--- src/rtl/sad_pe_array_if.sv ---
// Bus bundle for sad_pe_array: row-beat input handshake, pause/clear
// controls and the block-SAD result outputs.
// master = search-window fetch side, slave = the PE array.
interface sad_pe_array_if #(
  parameter int COLS   = 8,
  parameter int PIX_W  = 8,
  parameter int BEATS  = 8,
  parameter int CAND_W = 10
);
  localparam int SAD_W = PIX_W + $clog2(COLS * BEATS);

  // Beat handshake: a row beat is transferred on a clock edge where
  // in_valid && in_ready. in_ready depends only on pause and clear, never
  // on in_valid. The master keeps cur_row/ref_row stable while in_valid is
  // high and in_ready is low. out_valid is a one-cycle pulse with no
  // back-pressure; out_sad/out_cand hold until the next pulse.
  logic                   clear;
  logic                   pause;
  logic                   in_valid;
  logic                   in_ready;
  logic [COLS*PIX_W-1:0]  cur_row;
  logic [COLS*PIX_W-1:0]  ref_row;
  logic                   out_valid;
  logic [SAD_W-1:0]       out_sad;
  logic [CAND_W-1:0]      out_cand;
  logic [SAD_W-1:0]       best_sad;
  logic [CAND_W-1:0]      best_cand;

  modport master (
    output clear, pause, in_valid, cur_row, ref_row,
    input  in_ready, out_valid, out_sad, out_cand, best_sad, best_cand
  );

  modport slave (
    input  clear, pause, in_valid, cur_row, ref_row,
    output in_ready, out_valid, out_sad, out_cand, best_sad, best_cand
  );
endinterface

--- src/rtl/sad_pe_array.sv ---
// sad_pe_array: row-parallel sum-of-absolute-differences engine.
// S1 registers per-lane |cur-ref|, S2 registers the row sum, S3 accumulates
// BEATS rows and emits one SAD per candidate block with its index.
// Optional macro SAD_MIN_TRACK_EN adds a running minimum-SAD tracker;
// without it best_sad is all ones and best_cand is zero.
module sad_pe_array #(
  parameter int COLS   = 8,
  parameter int PIX_W  = 8,
  parameter int BEATS  = 8,
  parameter int CAND_W = 10
) (
  input  logic          clk,
  input  logic          rst,
  sad_pe_array_if.slave bus
);
  localparam int SAD_W = PIX_W + $clog2(COLS * BEATS);
  localparam int RS_W  = PIX_W + $clog2(COLS);
  localparam int BC_W  = (BEATS > 1) ? $clog2(BEATS) : 1;
  localparam logic [BC_W-1:0] LAST_BEAT = BC_W'(BEATS - 1);

  logic              accept;
  logic [PIX_W-1:0]  diff_d [COLS];
  logic [PIX_W-1:0]  diff_q [COLS];
  logic              v1_q;
  logic [RS_W-1:0]   rs_d;
  logic [RS_W-1:0]   rs_q;
  logic              v2_q;
  logic [BC_W-1:0]   beat_cnt_q;
  logic [SAD_W-1:0]  acc_q;
  logic [SAD_W-1:0]  blk_sad;
  logic              blk_done;
  logic [CAND_W-1:0] cand_cnt_q;
  logic [SAD_W-1:0]  out_sad_q;
  logic [CAND_W-1:0] out_cand_q;
  logic              out_valid_q;

  assign bus.in_ready = !bus.pause && !bus.clear;
  assign accept       = bus.in_valid && bus.in_ready;

  // Per-lane unsigned absolute difference of the presented row.
  always_comb begin
    for (int i = 0; i < COLS; i++) begin
      diff_d[i] = '0;
      if (bus.cur_row[i*PIX_W +: PIX_W] >= bus.ref_row[i*PIX_W +: PIX_W])
        diff_d[i] = bus.cur_row[i*PIX_W +: PIX_W] - bus.ref_row[i*PIX_W +: PIX_W];
      else
        diff_d[i] = bus.ref_row[i*PIX_W +: PIX_W] - bus.cur_row[i*PIX_W +: PIX_W];
    end
  end

  // Row reduction of the registered lane differences.
  always_comb begin
    rs_d = '0;
    for (int i = 0; i < COLS; i++) rs_d = rs_d + RS_W'(diff_q[i]);
  end

  // The first beat of a block starts from rs alone, so BEATS==1 needs no
  // special case: beat 0 is then also the last beat.
  assign blk_sad  = (beat_cnt_q == '0) ? SAD_W'(rs_q) : acc_q + SAD_W'(rs_q);
  assign blk_done = v2_q && (beat_cnt_q == LAST_BEAT);

  // S1: capture lane differences of an accepted beat.
  always_ff @(posedge clk) begin
    if (rst) begin
      v1_q   <= 1'b0;
      diff_q <= '{default: '0};
    end else if (bus.clear) begin
      v1_q <= 1'b0;
    end else if (!bus.pause) begin
      v1_q <= accept;
      if (accept) diff_q <= diff_d;
    end
  end

  // S2: register the row sum.
  always_ff @(posedge clk) begin
    if (rst) begin
      v2_q <= 1'b0;
      rs_q <= '0;
    end else if (bus.clear) begin
      v2_q <= 1'b0;
    end else if (!bus.pause) begin
      v2_q <= v1_q;
      if (v1_q) rs_q <= rs_d;
    end
  end

  // S3: accumulate rows, emit the block SAD and advance the candidate index.
  always_ff @(posedge clk) begin
    if (rst) begin
      beat_cnt_q  <= '0;
      acc_q       <= '0;
      cand_cnt_q  <= '0;
      out_sad_q   <= '0;
      out_cand_q  <= '0;
      out_valid_q <= 1'b0;
    end else if (bus.clear) begin
      beat_cnt_q  <= '0;
      acc_q       <= '0;
      cand_cnt_q  <= '0;
      out_valid_q <= 1'b0;
    end else if (bus.pause) begin
      out_valid_q <= 1'b0;
    end else begin
      out_valid_q <= 1'b0;
      if (v2_q) begin
        acc_q <= blk_sad;
        if (blk_done) begin
          out_sad_q   <= blk_sad;
          out_cand_q  <= cand_cnt_q;
          out_valid_q <= 1'b1;
          beat_cnt_q  <= '0;
          cand_cnt_q  <= cand_cnt_q + CAND_W'(1);
        end else begin
          beat_cnt_q <= beat_cnt_q + BC_W'(1);
        end
      end
    end
  end

  assign bus.out_valid = out_valid_q;
  assign bus.out_sad   = out_sad_q;
  assign bus.out_cand  = out_cand_q;

`ifdef SAD_MIN_TRACK_EN
  logic [SAD_W-1:0]  best_sad_q;
  logic [CAND_W-1:0] best_cand_q;

  // Running minimum; strict compare so ties keep the earlier candidate.
  always_ff @(posedge clk) begin
    if (rst || bus.clear) begin
      best_sad_q  <= '1;
      best_cand_q <= '0;
    end else if (!bus.pause && blk_done && (blk_sad < best_sad_q)) begin
      best_sad_q  <= blk_sad;
      best_cand_q <= cand_cnt_q;
    end
  end

  assign bus.best_sad  = best_sad_q;
  assign bus.best_cand = best_cand_q;
`else
  assign bus.best_sad  = '1;
  assign bus.best_cand = '0;
`endif
endmodule

--- src/flat_wrapper.sv ---
// flat-port wrapper written by rule: the top's interface ports become plain ports
module sad_pe_array_flat 
#(
  parameter int COLS   = 8,
  parameter int PIX_W  = 8,
  parameter int BEATS  = 8,
  parameter int CAND_W = 10
)
  (clk, rst, bus_clear, bus_pause, bus_in_valid, bus_cur_row, bus_ref_row, bus_in_ready, bus_out_valid, bus_out_sad, bus_out_cand, bus_best_sad, bus_best_cand);
  sad_pe_array_if #(.COLS(COLS), .PIX_W(PIX_W), .BEATS(BEATS), .CAND_W(CAND_W)) bus_i ();
  input  logic clk;
  input  logic rst;
  input wire logic [$bits(bus_i.clear)-1:0] bus_clear;
  input wire logic [$bits(bus_i.pause)-1:0] bus_pause;
  input wire logic [$bits(bus_i.in_valid)-1:0] bus_in_valid;
  input wire logic [$bits(bus_i.cur_row)-1:0] bus_cur_row;
  input wire logic [$bits(bus_i.ref_row)-1:0] bus_ref_row;
  output wire logic [$bits(bus_i.in_ready)-1:0] bus_in_ready;
  output wire logic [$bits(bus_i.out_valid)-1:0] bus_out_valid;
  output wire logic [$bits(bus_i.out_sad)-1:0] bus_out_sad;
  output wire logic [$bits(bus_i.out_cand)-1:0] bus_out_cand;
  output wire logic [$bits(bus_i.best_sad)-1:0] bus_best_sad;
  output wire logic [$bits(bus_i.best_cand)-1:0] bus_best_cand;
  assign bus_i.clear = bus_clear;
  assign bus_i.pause = bus_pause;
  assign bus_i.in_valid = bus_in_valid;
  assign bus_i.cur_row = bus_cur_row;
  assign bus_i.ref_row = bus_ref_row;
  assign bus_in_ready = bus_i.in_ready;
  assign bus_out_valid = bus_i.out_valid;
  assign bus_out_sad = bus_i.out_sad;
  assign bus_out_cand = bus_i.out_cand;
  assign bus_best_sad = bus_i.best_sad;
  assign bus_best_cand = bus_i.best_cand;
  sad_pe_array #(.COLS(COLS), .PIX_W(PIX_W), .BEATS(BEATS), .CAND_W(CAND_W)) u_core (.clk(clk), .rst(rst), .bus(bus_i));
endmodule
--- config.mk ---
export PLATFORM = sky130hd
export DESIGN_NAME = sad_pe_array_flat
export DESIGN_NICKNAME = d
export VERILOG_FILES = /design/src/rtl/sad_pe_array_if.sv /design/src/rtl/sad_pe_array.sv /design/src/flat_wrapper.sv
export SDC_FILE = /design/constraint.sdc
export NUM_CORES = 1
export LEC_CHECK = 0
export CAP_MARGIN = 20
export CORE_ASPECT_RATIO = 0.7
export CORE_MARGIN = 2
export CORE_UTILIZATION = 43
export CTS_CLUSTER_DIAMETER = 120
export DETAILED_ROUTE_END_ITERATION = 6
export PLACE_DENSITY = 0.68
export SETUP_SLACK_MARGIN = 0.05
export SYNTH_ARGS = -nofsm -noshare
export SYNTH_HDL_FRONTEND = slang
export SYNTH_SLANG_ARGS = --single-unit
--- constraint.sdc ---
create_clock -name clk -period 4.9 [get_ports clk]
set_input_delay 0.735 -clock clk [delete_from_list [all_inputs] [get_ports clk]]
set_output_delay 0.735 -clock clk [all_outputs]
set_load 0.01 [all_outputs]
Word-level counts from Yosys, hierarchy flattened
Cells that the tools add are included.
{ "word_totals": {"register_bits": 129, "input_bits": 133, "out_inout_bits": 50, "elab_cells": 79} }
{ "classes": {"add_sub_neg": 26, "order_cmp": 8, "eq_ne": 1, "mux": 11, "bitwise_logic": 3, "n_reduce_logical": 13} }
{ "ops": {"columns": ["op", "n"], "rows": [
  ["$sub A8 B8 Y8", 16],
  ["$add A11 B8 Y11", 6],
  ["$ge A8 B8 Y1", 8],
  ["$mux W8", 8],
  ["$add A14 B11 Y14", 1],
  ["$mux W14", 1],
  ["$add A10 B1 Y10 const B", 1],
  ["$add A8 B8 Y9", 1],
  ["$reduce_and A3 Y1", 3],
  ["$reduce_and A4 Y1", 1],
  ["$reduce_or A4 Y1", 1],
  ["$add A3 B1 Y3 const B", 1],
  ["$eq A3 B3 Y1 const B", 1],
  ["$logic_and A1 B1 Y1", 3],
  ["$logic_not A3 Y1", 1],
  ["$mux W3", 1],
  ["$not A1 Y1", 3],
  ["$logic_not A1 Y1", 2],
  ["$reduce_and A2 Y1", 1],
  ["$reduce_or A2 Y1", 1],
  ["$mux W1", 1]
]} }

Logic depth before layout (Yosys ltp)
Gate-level depths: netlist (run 1).
{ "depth": {"ltp_word": 7, "mapped_depth": 22, "mapped_depth_nobuf": 22} }

Least setup slack after synthesis (run 1)
No wires, ideal clock.
{ "synth_path": {"path_kind": "reg-to-reg", "startpoint": "register u_core.diff_q[48] (netlist name)", "endpoint": "register u_core.rs_q[9]", "setup_time_ps": 70, "arrival_ps": 4799, "required_ps": 4830, "path_slack_ps": 31, "path_stages_with_launch": 23, "n_path_buf": 0, "period_less_slack_ps": 4869, "cell_sequence": "dfxtp_1 > ha_1 > inv_1 > fa_1 > nor2b_1 > o21ai_0 > a21boi_0 > o21ai_0 > nand2b_1 > xor2_1 > fa_1 > inv_1 > fa_1 > fa_1 > fa_1 > inv_1 > ha_1 > a21oi_1 > o21ai_0 > a31oi_1 > xnor2_1 > nand2_1 > a21oi_1"} }
{ "synth_via": {"elab_chain_cells": 7} }
{ "synth_rtl": {"columns": ["element", "line", "rtl"], "rows": [
  ["start, declared", "sad_pe_array.sv:23", "logic [PIX_W-1:0] diff_q [COLS];"],
  ["start signal, assigned", "sad_pe_array.sv:71", "if (accept) diff_q <= diff_d;"],
  ["$add A8 B8 Y9", "sad_pe_array.sv:54", "for (int i = 0; i < COLS; i++) rs_d = rs_d + RS_W'(diff_q[i]);"],
  ["$add A11 B8 Y11 (6 in series)", "sad_pe_array.sv:54", null],
  ["end signal, assigned", "sad_pe_array.sv:84", "if (v1_q) rs_q <= rs_d;"],
  ["end, declared", "sad_pe_array.sv:26", "logic [RS_W-1:0] rs_q;"]
]} }
No other way between the ends.
A chain may end at the register's enable or synchronous reset.

Worst setup path after layout (run 1)
{ "layout_path": {"startpoint": "register u_core.diff_q[48] (netlist name)", "endpoint": "register u_core.rs_q[8]"} }
Same word-level chain as after synthesis.

==> summary.md, run 1 <==
| Metric | Value |
|---|---|
| Outcome | finished clean |
| #FFs+latches synth | between 100 and 150 |
| Static Leak | around 0.0066 uW |
| I/O pin total | between 150 and 200 |
| Fraction of layout cells with a size suffix above 1 | about 6% |
| Post-Layout Cell Count | 2082 |
| Row cnt | 52 |
| Gr usage total | between 20% and 30% |
| H-Tree Depth | 4 |
| Post-Place Setup Slack | -253 ps |
| Worst EP arrival | between 5000 and 6000 ps |
| Synth Area per Inst | ~8.1 um^2 |
| CP endpoint kind | flip-flop |
| CP max stage cell | fa_1 |
| Post-Syn Instances | around 1500 |
| RD Place Congestion | 0.898 |
| Die Span X | roughly 210 um |
| Critical-path cell list | ha_4 > inv_2 > fa_2 > nor2b_1 > o21ai_1 > a21boi_1 > buf_4 > buf_4 > buf_4 > nor2_1 > fa_1 > inv_1 > fa_1 > fa_1 > fa_1 > inv_2 > ha_4 > inv_2 > o31ai_4 > nor3b_2 > nor2_1 > xnor2_1 > a211oi_2 |
| Nets | 2038 |
| Global-route wire length before repair | approximately 53 mm |
| Pwr per Cell Area | between 200 and 250 mW/mm^2 |
| Worst-Skew Late Latency | approximately 420 ps |
| CORE AREA | 0.0286 mm^2 |
| WL/cell | approximately 15 um |
| FILL cells | ~2700 |
| Area Growth Syn to Fin | 21.6% |
| DRT iter0 DRCs | around 840 |
| Max Fclk | approximately 0.21 GHz |
| Distinct cells, synth | 70 |
| Top cells by count, synth | inv_1, ha_1, nand2_1 |
| Async SR Flop Fraction | 0% |
| Setup Skew | between 5 and 6 ps |
| Die height | roughly 150 um |
| Placed cell area | 0.0143 mm^2 |
| CTS max path bufs | 2 |
| Max-slew headroom | between 30% and 40% |
| Top cells by area, synth | dfxtp_1, ha_1, fa_1 |
| DR vias | ~11000 |
| Drt via density | 5.27 |
| Worst Hold Class | reg -> reg |
| Hold slack | between 400 and 500 ps |
| Yosys top cell by area | dfxtp_1 |
| Largest net degree at the start of global routing | 59 |
| I/O Buffers | 158 |
| Warnings from Yosys | 0 |
| Vias in the first global route | between 10000 and 15000 |
| ANT cells | 0 |
| Post-Synth XOR/XNOR Area | between 4 and 5% |
| Post-synthesis mux area share | 3.72% |
| Number of enable flip-flop cells after synthesis | 0 |
| Finish-stage setup viols | 0 |
| Sequential-to-total area share from yosys stat | 20.8% |
| Cell count after placement | 2045 |
| Post-synthesis compound-gate area fraction | roughly a fifth |
| Cts bufs inserted | 17 |
| Number of max-cap violations | 0 |
| CTS Sinks | between 100 and 150 |
| Commonest register cell after synthesis | dfxtp_1 |
| Routed Antenna Nets | 0 |
| Initial core utilization | around 43% |
| Worst Setup Start Kind | flip-flop |
| Sum Neg Setup Slack | 0 ps |
| Critical Path RT | roughly 5200 ps |
| VDD IR max | roughly 0.00025 V |
| Finished layout cell area | about 0.015 mm^2 |
| Pre-antenna DRT Iters | 5 |
| CTS tree | built |
| Root Driver | clkbuf_16 |
| Final WS setup | 32.6 ps |
| Simple-gate area share of the yosys netlist | around 16% |
| Critical Path Max Stage Delay | approximately 510 ps |
| Area of the die | between 0.03 and 0.04 mm^2 |
| Total grt overflow | 0 |
| Fin. max-slew vios | 0 |
| RSZ-0062 raised after global routing | yes |
| DRC Markers | 0 |
| Cell Area, Synth | between 0.01 and 0.015 mm^2 |
| Largest family of logic cells by synthesized area | adder cells |
| Clock Pin Slew Worst Setup and Hold Paths | around 60 ps |
| Most frequent cell after synthesis | inv_1 |
| Final HPWL from detailed placement | about 25 mm |
| Fin crit period | 4870 ps |
| Post-synth top area share | 20.8% |
| Initial antenna violation count | 0 |
| Final Hold Vio Count | 0 |
| Critical path class | reg -> reg |
| Worst-margin pin slew | roughly 950 ps |
| Adder-Cell Fraction of Synth Area | between 20% and 30% |
| Max FO, Critical Path | 3 |
| Hold-fix buffers, CTS | 0 |
| CP dominant cell by count | fa_1 |
| Routed WL | about 31 mm |
| Part of the cycle the worst path needs | between 90 and 100% |
-- sequential cells by signal (all words and copies together), names as in the netlist --
| signal | flops |
|---|---|
| u_core.bus.out_cand | 10 |
| u_core.diff_q | 64 |
| u_core.v2_q | 1 |
| u_core.beat_cnt_q | 3 |
| u_core.rs_q | 11 |
| u_core.acc_q | 14 |
| u_core.v1_q | 1 |
| u_core.bus.out_sad | 14 |
| u_core.cand_cnt_q | 10 |
| u_core.bus.out_valid | 1 |
-- worst paths after layout --
kind | cells past startpoint | slack (ps) | to | startpoint
worst max register to register | 23 | 30 | u_core.rs_q[8] | u_core.diff_q[48]
worst min register to register | 2 | 450 | u_core.bus.out_cand[2] | u_core.bus.out_cand[2]
worst min-delay path | 2 | 450 | u_core.bus.out_cand[2] | u_core.bus.out_cand[2]
worst max-delay path | 23 | 30 | u_core.rs_q[8] | u_core.diff_q[48]
-- final cells by class --
type / count / area (um^2) / area share (%)
Multi-Input combinational cell: 1153 / 8940 / 59.2
Sequential cell: 129 / 2580 / 17.1
Timing Repair Buffer: 181 / 1750 / 11.6
Inverter: 209 / 785 / 5.20
Clock inverter: 12 / 110 / 0.729
Clock buffer: 20 / 457 / 3.02
Tap cell: 378 / 473 / 3.13
-- worst max-delay path: cells and delay by family, from the launching register on --
kind,cells,cell delay [ps]
adders and majority gates,7,2700
xor gates and xnor gates,1,140
buffers and inverters,7,490
AOI/OAI and AO/OA,4,660
DFF,1,350
and+or+nand+nor,4,370
-- routing by layer --
layer / vias up / part of all wire, % / global-route usage (%)
met5: - / 0 / 0
met1: 5137 / 54 / 32.9
met2: 264 / 40 / 29.8
met4: 0 / 0.89 / 3.46
li1: 5543 / - / -
met3: 26 / 5.0 / 3.38
-- where the power goes --
part | internal [uW] | switching (uW) | total [uW]
Clock | 724 | 476 | 1200
Combinational | 622 | 733 | 1360
Sequential | 1080 | 27.8 | 1110
Total | 2430 | 1240 | 3660
-- what timing repair did --
| action | 4_1_cts | 5_1_grt |
|---|---|---|
| pin swaps | 14 | 22 |
| gates resized for setup | 18 | 23 |
| endpoints found under the setup margin | 5 | 6 |
| buffers inserted | 3 | 2 |
-- kinds of logic after synthesis --
| group | count (synthesis) |
|---|---|
| adder cells (fa/ha/maj) | 214 |
| AO/OA/AOI/OAI | 385 |
| multiplexers | 45 |
| flip-flops | 129 |
| AND/OR/NAND/NOR | 416 |
| XOR/XNOR | 69 |
| other | 2 |
| buffers and inverters | 281 |
-- per-stage QoR --
| stage | power, uW | utilization, % |
|---|---|---|
| final | 3660 | 52.7 |
| after global routing | 3890 | 52.7 |
| after CTS | 3620 | 52.3 |
| after detailed placement | 2370 | 50.0 |
| after global placement | 2350 | 50.0 |
| after floorplan | 2000 | - |
-- cells in the final DEF, fill, tap and decap left out, types with 17 or more instances in the layout --
master / count
inv_1: 204
clkdlybuf4s50_1: 157
ha_1: 153
nand2_1: 131
dfxtp_1: 127
nor2_1: 97
a21oi_1: 95
o21ai_0: 88
fa_1: 55
a211oi_1: 51
mux2i_1: 39
xnor2_1: 35
nand3_1: 34
xor2_1: 32
nor3_1: 28
conb_1: 24
a21o_1: 23
nor2b_1: 23
buf_4: 22
nand2b_1: 19
or3_1: 17
clkbuf_16: 17
Note: power is estimated with default switching activity, not from simulation.
==> run 2, diff against run 1 <==
--- a/config.mk
+++ b/config.mk
@@ -9,6 +9,7 @@
 export CORE_ASPECT_RATIO = 0.7
 export CORE_MARGIN = 2
 export CORE_UTILIZATION = 43
+export CTS_BUF_LIST = sky130_fd_sc_hd__clkbuf_4 sky130_fd_sc_hd__clkbuf_8
 export CTS_CLUSTER_DIAMETER = 120
 export DETAILED_ROUTE_END_ITERATION = 6
 export PLACE_DENSITY = 0.68
==> run 2 against run 1 <==
  * Sequential power hardly changed
  * Clock-buffer cell count stayed put
  * Core utilization is 0.76 points lower
  * Critical path depth is 1 lower
  * Cell area is 1.4% lower
  * Global-route usage is 0.12 points lower
==> summary.md, run 2 (synthesis results as in run 1) <==
| Metric | Value |
|---|---|
| DR vias | 10900 |
| H-Tree Depth | 4 |
| Clock Pin Slew Worst Setup and Hold Paths | 80 ps |
| DRC Markers | 0 |
| Global-route wire length before repair | 52.6 mm |
| Cell count after placement | just over 2000 |
| Largest register by flop count | u_core.diff_q |
| I/O pin total | between 150 and 200 |
| Nets | 2036 |
| RD Place Congestion | 0.898 |
| CP endpoint kind | flip-flop |
| Root Driver | clkbuf_8 |
| Max Fclk | ~0.2 GHz |
| Fraction of layout cells with a size suffix above 1 | under 10% |
| Pre-antenna DRT Iters | 5 |
| Worst R2R Path Depth | 22 |
| Met3 Usage GRT | a little over 3% |
| Initial antenna violation count | 0 |
| ANT cells | 0 |
| Part of the cycle the worst path needs | 99.0% |
| Critical path class | reg -> reg |
| Vias in the first global route | approximately 11000 |
| Critical Path RT | around 5200 ps |
| Busiest metal layer after global routing | met1 |
| Die height | 146 um |
| Cts bufs inserted | 17 |
| RSZ-0062 raised after global routing | yes |
| Gr usage total | 20.8% |
| Drt via density | about 5.2 |
| Final WS setup | 49.6 ps |
| Sequential fraction of design power | 33.3% |
| Die Span X | about 210 um |
| Row cnt | 52 |
| Static Leak | ~0.0065 uW |
| CTS max path bufs | 2 |
| Post-Layout Cell Count | ~2100 |
| Comb power frac | roughly two fifths |
| Setup Skew | 16.2 ps |
| Worst-margin pin slew | 973 ps |
| Initial core utilization | 43.4% |
| Worst Hold Class | reg -> reg |
| Flop-to-flop setup slack | 50 ps |
| HP Start | u_core.bus.out_cand[2] |
| Internal | 2130 uW |
| Outcome | finished clean |
| Hold slack | 456 ps |
| Total grt overflow | 0 |
| Met1 GRT Util | ~33% |
| Clock network power share | roughly a quarter |
| Most frequent cells in the layout | inv_1, clkdlybuf4s50_1, ha_1, nand2_1, dfxtp_1 |
| Switching Fraction | 35.9% |
| Area Growth Syn to Fin | 19.8% |
| Fin crit period | 4850 ps |
| CTS tree | built |
| Reg2reg start | u_core.diff_q[48] |
| WHS Path Cells | 2 |
| Hold Crit Endpoint | u_core.bus.out_cand[2] |
| CORE AREA | 0.0286 mm^2 |
| Pwr per Cell Area | 223 mW/mm^2 |
| Finish-stage setup viols | 0 |
| Final HPWL from detailed placement | 25.1 mm |
| CTS Sinks | 129 |
| I/O Buffers | between 150 and 200 |
| Max-slew headroom | between 30% and 40% |
| Most common cell after layout, fill and taps aside | inv_1 |
| Switching pwr | 1190 uW |
| Routed Antenna Nets | 0 |
| VDD IR max | between 0.0001 and 0.00015 V |
| WL/cell | ~15 um |
| Post-Place Setup Slack | -253 ps |
| R2R Path End | u_core.rs_q[8] |
| Number of max-cap violations | 0 |
| Area of the die | 0.0303 mm^2 |
| Worst Setup Start Kind | flip-flop |
| DRT iter0 DRCs | around 870 |
| Sum Neg Setup Slack | 0 ps |
| Number of flip-flops in the largest register | 64 |
| GRT met2 Usage | about 30% |
| Fin. max-slew vios | 0 |
| Max FO, Critical Path | 4 |
| Routed WL | 31.3 mm |
| Worst EP arrival | 5160 ps |
| Final Hold Vio Count | 0 |
| Worst-Skew Late Latency | between 400 and 500 ps |
| Largest net degree at the start of global routing | between 50 and 60 |
## run 2: power groups by stage
stage	sequential, uW	combinational, uW	clock, uW
final	1110	1350	869
after global routing	1110	1510	930
after CTS	1110	1290	889
after detailed placement	1130	1240	0
after global placement	1130	1220	0
after floorplan	1120	877	0
## run 2: per-layer routing
metal,wire [um],vias to the layer above
met5,0,-
met2,12600,250
met1,17100,5103
met3,1480,17
li1,-,5524
met4,211,0
## run 2: worst max path at each step
stage | from | endpoint | slack [ps] | depth (start not counted)
floorplan | u_core.diff_q[48] | u_core.rs_q[9] | 70 | 22
global placement | u_core.diff_q[48] | u_core.rs_q[9] | -140 | 22
detailed placement | u_core.diff_q[56] | u_core.rs_q[9] | -250 | 22
CTS | u_core.diff_q[49] | u_core.rs_q[10] | 40 | 20
global route | u_core.diff_q[48] | u_core.rs_q[8] | -190 | 22
finish | u_core.diff_q[48] | u_core.rs_q[8] | 50 | 22
## run 2: repair_timing
action,4_1_cts,5_1_grt
buffers inserted,3,0
setup endpoints to repair,5,6
hold buffers,0,0
resized for setup,20,17
pin swaps,15,19
## run 2: final cells by class
| cell class | instances | area (um^2) |
|---|---|---|
| repair buffers | 179 | 1740 |
| inverters | 209 | 785 |
| multi-input cells | 1153 | 8920 |
| clock inverters | 12 | 110 |
| well taps | 378 | 473 |
| clock buffers | 20 | 269 |
| fillers | 2748 | 13700 |
| flip-flops and latches | 129 | 2580 |
## run 2: through the flow
step                      power, uW  utilization [%]  cell area (um^2)
after floorplan                2000                -             12500
after global placement         2350             50.0             14300
after detailed placement       2370             50.0             14300
after CTS                      3290             51.7             14800
after global routing           3550             52.0             14900
final                          3320             52.0             14900
## run 2: critical path: stages, from the launching register on
cell	delay, ps
dfxtp_2	360
ha_4	140
inv_2	30
fa_2	330
nor2b_1	120
o21ai_1	80
a21boi_1	200
o21ai_1	100
nand2b_1	140
xor2_2	100
fa_1	510
inv_1	50
fa_1	500
fa_1	430
fa_1	510
inv_2	40
ha_4	300
nand2_4	60
o31ai_4	270
nor3b_2	80
nor2_1	120
xnor2_1	150
a211oi_2	90
